## src/rtl/usb_tx_pkt_ctrl.sv

```systemverilog
// usb_tx_pkt_ctrl: d_orig_gen packet sequencer SYNC/PID/payload/CRC16 (USB_TX_CRC16_EN)/EOP; ports clk n_rst tx_start tx_pid tx_len fifo_rdata fifo_empty -> fifo_rd sending data ready tx_done tx_err
module usb_tx_pkt_ctrl #(
  parameter int CLKS_PER_BIT = 8,
  parameter int MAX_LEN = 64,
  parameter int EOP_CYCLES = 24,
  localparam int LW = $clog2(MAX_LEN + 1)
) (
  input  logic          clk,
  input  logic          n_rst,
  input  logic          tx_start,
  input  logic [3:0]    tx_pid,
  input  logic [LW-1:0] tx_len,
  input  logic [7:0]    fifo_rdata,
  input  logic          fifo_empty,
  output logic          fifo_rd,
  output logic          sending,
  output logic [7:0]    data,
  output logic          ready,
  output logic          tx_done,
  output logic          tx_err
);
  localparam int BYTE_CYCLES = 8 * CLKS_PER_BIT;
  localparam int CW = $clog2(BYTE_CYCLES > EOP_CYCLES ? BYTE_CYCLES : EOP_CYCLES);
  typedef enum logic [2:0] {IDLE, SYNC, PID, DATA, EOP
`ifdef USB_TX_CRC16_EN
    , CRC_LO, CRC_HI
`endif
  } state_t;
  state_t state, state_n;
  logic [CW-1:0] cnt, cnt_n;
  logic [LW-1:0] rem, rem_n;
  logic [3:0] pid, pid_n;
  logic [7:0] data_n;
  logic err_n, done_n, last;
`ifdef USB_TX_CRC16_EN
  logic [15:0] crc, crc_n;
  function automatic logic [15:0] crc16(input logic [15:0] c, input logic [7:0] d);
    logic [15:0] r;
    r = c ^ {8'h00, d};
    for (int i = 0; i < 8; i++) r = r[0] ? (r >> 1) ^ 16'hA001 : r >> 1;
    return r;
  endfunction
`endif
  assign sending = state != IDLE && state != EOP;
  assign ready = state == IDLE;
  always_ff @(posedge clk or negedge n_rst)
    if (!n_rst) begin
      state <= IDLE;
      cnt <= '0;
      rem <= '0;
      pid <= '0;
      data <= 8'h00;
      tx_err <= 1'b0;
      tx_done <= 1'b0;
`ifdef USB_TX_CRC16_EN
      crc <= 16'h0000;
`endif
    end else begin
      state <= state_n;
      cnt <= cnt_n;
      rem <= rem_n;
      pid <= pid_n;
      data <= data_n;
      tx_err <= err_n;
      tx_done <= done_n;
`ifdef USB_TX_CRC16_EN
      crc <= crc_n;
`endif
    end
  always_comb begin
    state_n = state;
    cnt_n = cnt;
    rem_n = rem;
    pid_n = pid;
    data_n = data;
    err_n = tx_err;
    done_n = 1'b0;
    fifo_rd = 1'b0;
`ifdef USB_TX_CRC16_EN
    crc_n = crc;
`endif
    last = cnt == CW'(BYTE_CYCLES - 1);
    case (state)
      IDLE: if (tx_start) begin
        cnt_n = '0;
        err_n = tx_len > LW'(MAX_LEN);
        state_n = err_n ? EOP : SYNC;
        data_n = err_n ? 8'h00 : 8'h80;
        pid_n = tx_pid;
        rem_n = tx_len;
`ifdef USB_TX_CRC16_EN
        crc_n = 16'hFFFF;
`endif
      end
      EOP: begin
        cnt_n = cnt + CW'(1);
        if (cnt == CW'(EOP_CYCLES - 1)) begin
          cnt_n = '0;
          state_n = IDLE;
          done_n = 1'b1;
        end
      end
      default: begin
        cnt_n = last ? '0 : cnt + CW'(1);
        if (last) case (state)
          SYNC: begin
            state_n = PID;
            data_n = {~pid, pid};
          end
          PID, DATA: if (rem != '0) begin
            fifo_rd = !fifo_empty;
            state_n = fifo_empty ? EOP : DATA;
            data_n = fifo_empty ? 8'h00 : fifo_rdata;
            rem_n = fifo_empty ? rem : rem - LW'(1);
            err_n = tx_err | fifo_empty;
`ifdef USB_TX_CRC16_EN
            crc_n = fifo_empty ? crc : crc16(crc, fifo_rdata);
`endif
          end else begin
`ifdef USB_TX_CRC16_EN
            state_n = CRC_LO;
            data_n = ~crc[7:0];
`else
            state_n = EOP;
            data_n = 8'h00;
`endif
          end
`ifdef USB_TX_CRC16_EN
          CRC_LO: begin
            state_n = CRC_HI;
            data_n = ~crc[15:8];
          end
`endif
          default: begin
            state_n = EOP;
            data_n = 8'h00;
          end
        endcase
      end
    endcase
  end
endmodule

```

## config.mk

```make
export PLATFORM = sky130hd
export DESIGN_NAME = usb_tx_pkt_ctrl
export DESIGN_NICKNAME = d
export VERILOG_FILES = /design/src/rtl/usb_tx_pkt_ctrl.sv
export SDC_FILE = /design/constraint.sdc
export NUM_CORES = 1
export LEC_CHECK = 0
export CELL_PAD_IN_SITES_DETAIL_PLACEMENT = 2
export CELL_PAD_IN_SITES_GLOBAL_PLACEMENT = 2
export CORE_MARGIN = 2
export CORE_UTILIZATION = 31
export DETAILED_ROUTE_END_ITERATION = 8
export PLACE_DENSITY_LB_ADDON = 0.1
export SLEW_MARGIN = 20
export SYNTH_ARGS = -nofsm -noshare
export SYNTH_HDL_FRONTEND = slang
export SYNTH_SLANG_ARGS = --single-unit
```

## constraint.sdc

```tcl
create_clock -name clk -period 2.29 [get_ports clk]
set_input_delay 0.458 -clock clk [delete_from_list [all_inputs] [get_ports clk]]
set_output_delay 0.458 -clock clk [all_outputs]
set_load 0.02 [all_outputs]
```

==> results.json <==
{
  "hold_end": "data[6]",
  "hold_buffers": 0,
  "worst-path-buf-inv": 2,
  "path_delay_family": "flip-flops",
  "synthAdderAreaFrac_pct": 1.50,
  "synth_compound_area_share_pct": 23.4,
  "first_pass_iters": 4,
  "clk_pin_slew_ps": 70,
  "synth_area_leaders": "dfrtp_1, a21oi_1, nor2_1",
  "min_path_type": "reg -> reg",
  "synthMuxAreaShare_pct": 3.91,
  "nNetsFinal": 259,
  "grt_pass1_wl_um": 10300,
  "num_vias": 1637,
  "timing.final.max_slew_violations": 0,
  "cts_tree": "done",
  "tns_ps": 0,
  "ys_types": 44,
  "finalSetupViolCount": 0,
  "wl_um": 6240,
  "crit_type": "reg -> out",
  "die_h_um": 77.3,
  "drive_gt1_share_pct": 22.1,
  "skew_ps": 6.71,
  "initial_core_util_pct": 32.4,
  "die_w_um": 77.3,
  "clk_path_buf_depth": 2,
  "slowest_stage": "dfrtp_1",
  "status": "complete, no violations",
  "hold_start": "data[6]",
  "p_leak_nw": 1.02,
  "clock-root-buffer": "clkbuf_8",
  "synth-xor-area-share_pct": 2.63,
  "peakVddDrop_mv": 0.236,
  "wl_per_cell_um": 20.5,
  "fillers": 573,
  "syn-num-nets": 195,
  "grt_antenna_before_repair": 0,
  "slew_headroom_pct": 61.7,
  "reg2reg_depth": 7,
  "grt_pass1_vias": 1879,
  "cp.required_ps": 1830,
  "crit-reg2reg-launch": "rem[0]",
  "synth.yosys.warnings": 0,
  "cpPeakStageDelay_ps": 390,
  "power_density_nw_per_um2": 463,
  "io_pins": 36,
  "placedCellCount": 296,
  "netlist_area_sq_um": 1670,
  "whs_path_depth": 2,
  "avgSynthCellArea_sq_um": 9.80,
  "instances_no_fill": 305,
  "via_per_inst": 5.37,
  "dp_slack_ps": -205,
  "cp_data_arrival_time_ps": 1750,
  "timing.final.crit_share_pct": 96.6,
  "end_kind": "output port",
  "clkSinkCount": 30,
  "cts-buffers-inserted": 5,
  "hold_viol_final": 0,
  "fin_crit_ps": 2210,
  "synth_commonest_cells": "dfrtp_1, nor2_1, nand2_1, a21oi_1, o21ai_0",
  "synth_seq_cells": 30,
  "rows": 26,
  "synthArstFlopShare_pct": 100,
  "antenna_cells": 0,
  "synthSimpleGateAreaFrac_pct": 19.0,
  "dpl.hpwl_um": 4740,
  "maxCapViolCount": 0,
  "fmax_mhz": 452,
  "synthFlopType": "dfrtp_1",
  "portBuffers": 35,
  "track_usage_pct": 22.5,
  "r2r-end": "rem[0]",
  "seq_area_frac_synth_pct": 45.1,
  "syn2layout_area_growth_pct": 42.6,
  "synth_edf_count": 0,
  "htreeDepth": 2,
  "gp_congestion": 0.796,
  "worstMarginPinSlew_ps": 570,
  "worst_slack_ps": 77.2,
  "grt-ovfl-total": 0,
  "r2r_slack_ps": 140,
  "die-area_sq_um": 5970,
  "ant_nets": 0,
  "syn_inst": 170,
  "synth_top_cell_by_area": "dfrtp_1",
  "insertion_delay_ps": 290,
  "crit_chain": "inv_2, ha_2, or2b_1, o311ai_4, nor2_4, buf_6",
  "cp_max_fo": 3,
  "power_mw": 1.10,
  "route.detailed.drc": 0,
  "synth_top_family_by_area": "compound AO/OA/AOI/OAI gates",
  "synth_top_area_share_pct": 45.1,
  "drt_iter0_markers": 46,
  "start_kind": "flip-flop",
  "grt_max_degree": 31,
  "yosysMostFrequentCell": "dfrtp_1",
  "core_area_sq_um": 5140
}
==> what timing repair did <==
action                                  in CTS  in global routing
endpoints found under the setup margin       2                  2
setup buffers                                1                  0
resized for setup                            5                  5
pin swaps                                    1                  1
==> layout make-up <==
type | instances | area [sq um] | share of cell area (%)
clock buffers | 6 | 82.6 | 3.48
clock inverters | 2 | 12.5 | 0.527
inverters | 8 | 30.0 | 1.26
multi-input cells | 125 | 843 | 35.5
flip-flops and latches | 30 | 751 | 31.6
well taps | 70 | 87.6 | 3.69
repair buffers | 64 | 568 | 23.9
==> per-layer routing <==
layer  global-route usage [%]  share of wire, %  vias to the layer above  wire (um)
li1                         -                 -                      760          -
met1                     26.8                43                      841       2660
met2                     41.6                54                       27       3370
met3                     3.65               2.2                        9        138
met4                     6.07               1.2                        0         76
met5                        0                 0                        -          0
==> power breakdown <==
group          switching, mW  leakage, nW  internal (mW)
combinational         0.0406        0.631         0.0556
clock                  0.219       0.0472          0.241
sequential           0.00742        0.346          0.536
total                  0.267         1.02          0.833
==> cells by family (layout without fill, tap and decap cells) <==
logic type	after synthesis	after routing
AND/OR/NAND/NOR	60	60
AO/OA/AOI/OAI	52	52
flip-flops	30	30
buffers and inverters	15	80
multiplexers	6	6
XOR/XNOR	5	5
adder cells (fa/ha/maj)	2	2
==> placed cells by master, fill, tap and decap left out, types with 5 or more instances in the layout <==
master            n
and2_1            5
nor2_1           17
dfrtp_1          30
o21ai_0           9
o221ai_1          5
clkbuf_8          6
clkdlybuf4s50_1  33
nand2_1          14
inv_1             6
buf_4            29
a21oi_1          13
==> tightest hold or removal path: cells and delay by family, from the launching register on <==
family	cells	cell delay [ps]
flip-flops	1	350
AO/OA/AOI/OAI	2	120
==> state kept, by name, summed over array words and instances (netlist names) <==
register	count
rem	7
tx_done	1
state	3
tx_err	1
data	8
cnt	6
pid	4
==> metrics by stage <==
stage	area (sq um)	hold slack (ps)	util, %
after global placement	2270	489	44.2
after floorplan	1670	162	-
final	2370	512	46.2
after CTS	2370	526	46.0
after global routing	2370	569	46.2
after detailed placement	2270	498	44.2
==> how the worst max path moves through the flow <==
stage | startpoint | endpoint | slack (ps) | cells past startpoint
finish | rem[0] | fifo_rd | 80 | 6
global route | rem[0] | fifo_rd | -3 | 6
CTS | rem[0] | fifo_rd | 40 | 6
detailed placement | fifo_empty | fifo_rd | -210 | 5
global placement | fifo_empty | fifo_rd | -200 | 5
floorplan | rem[0] | data[0] | 440 | 6
Note: power is estimated with default switching activity, not from simulation.
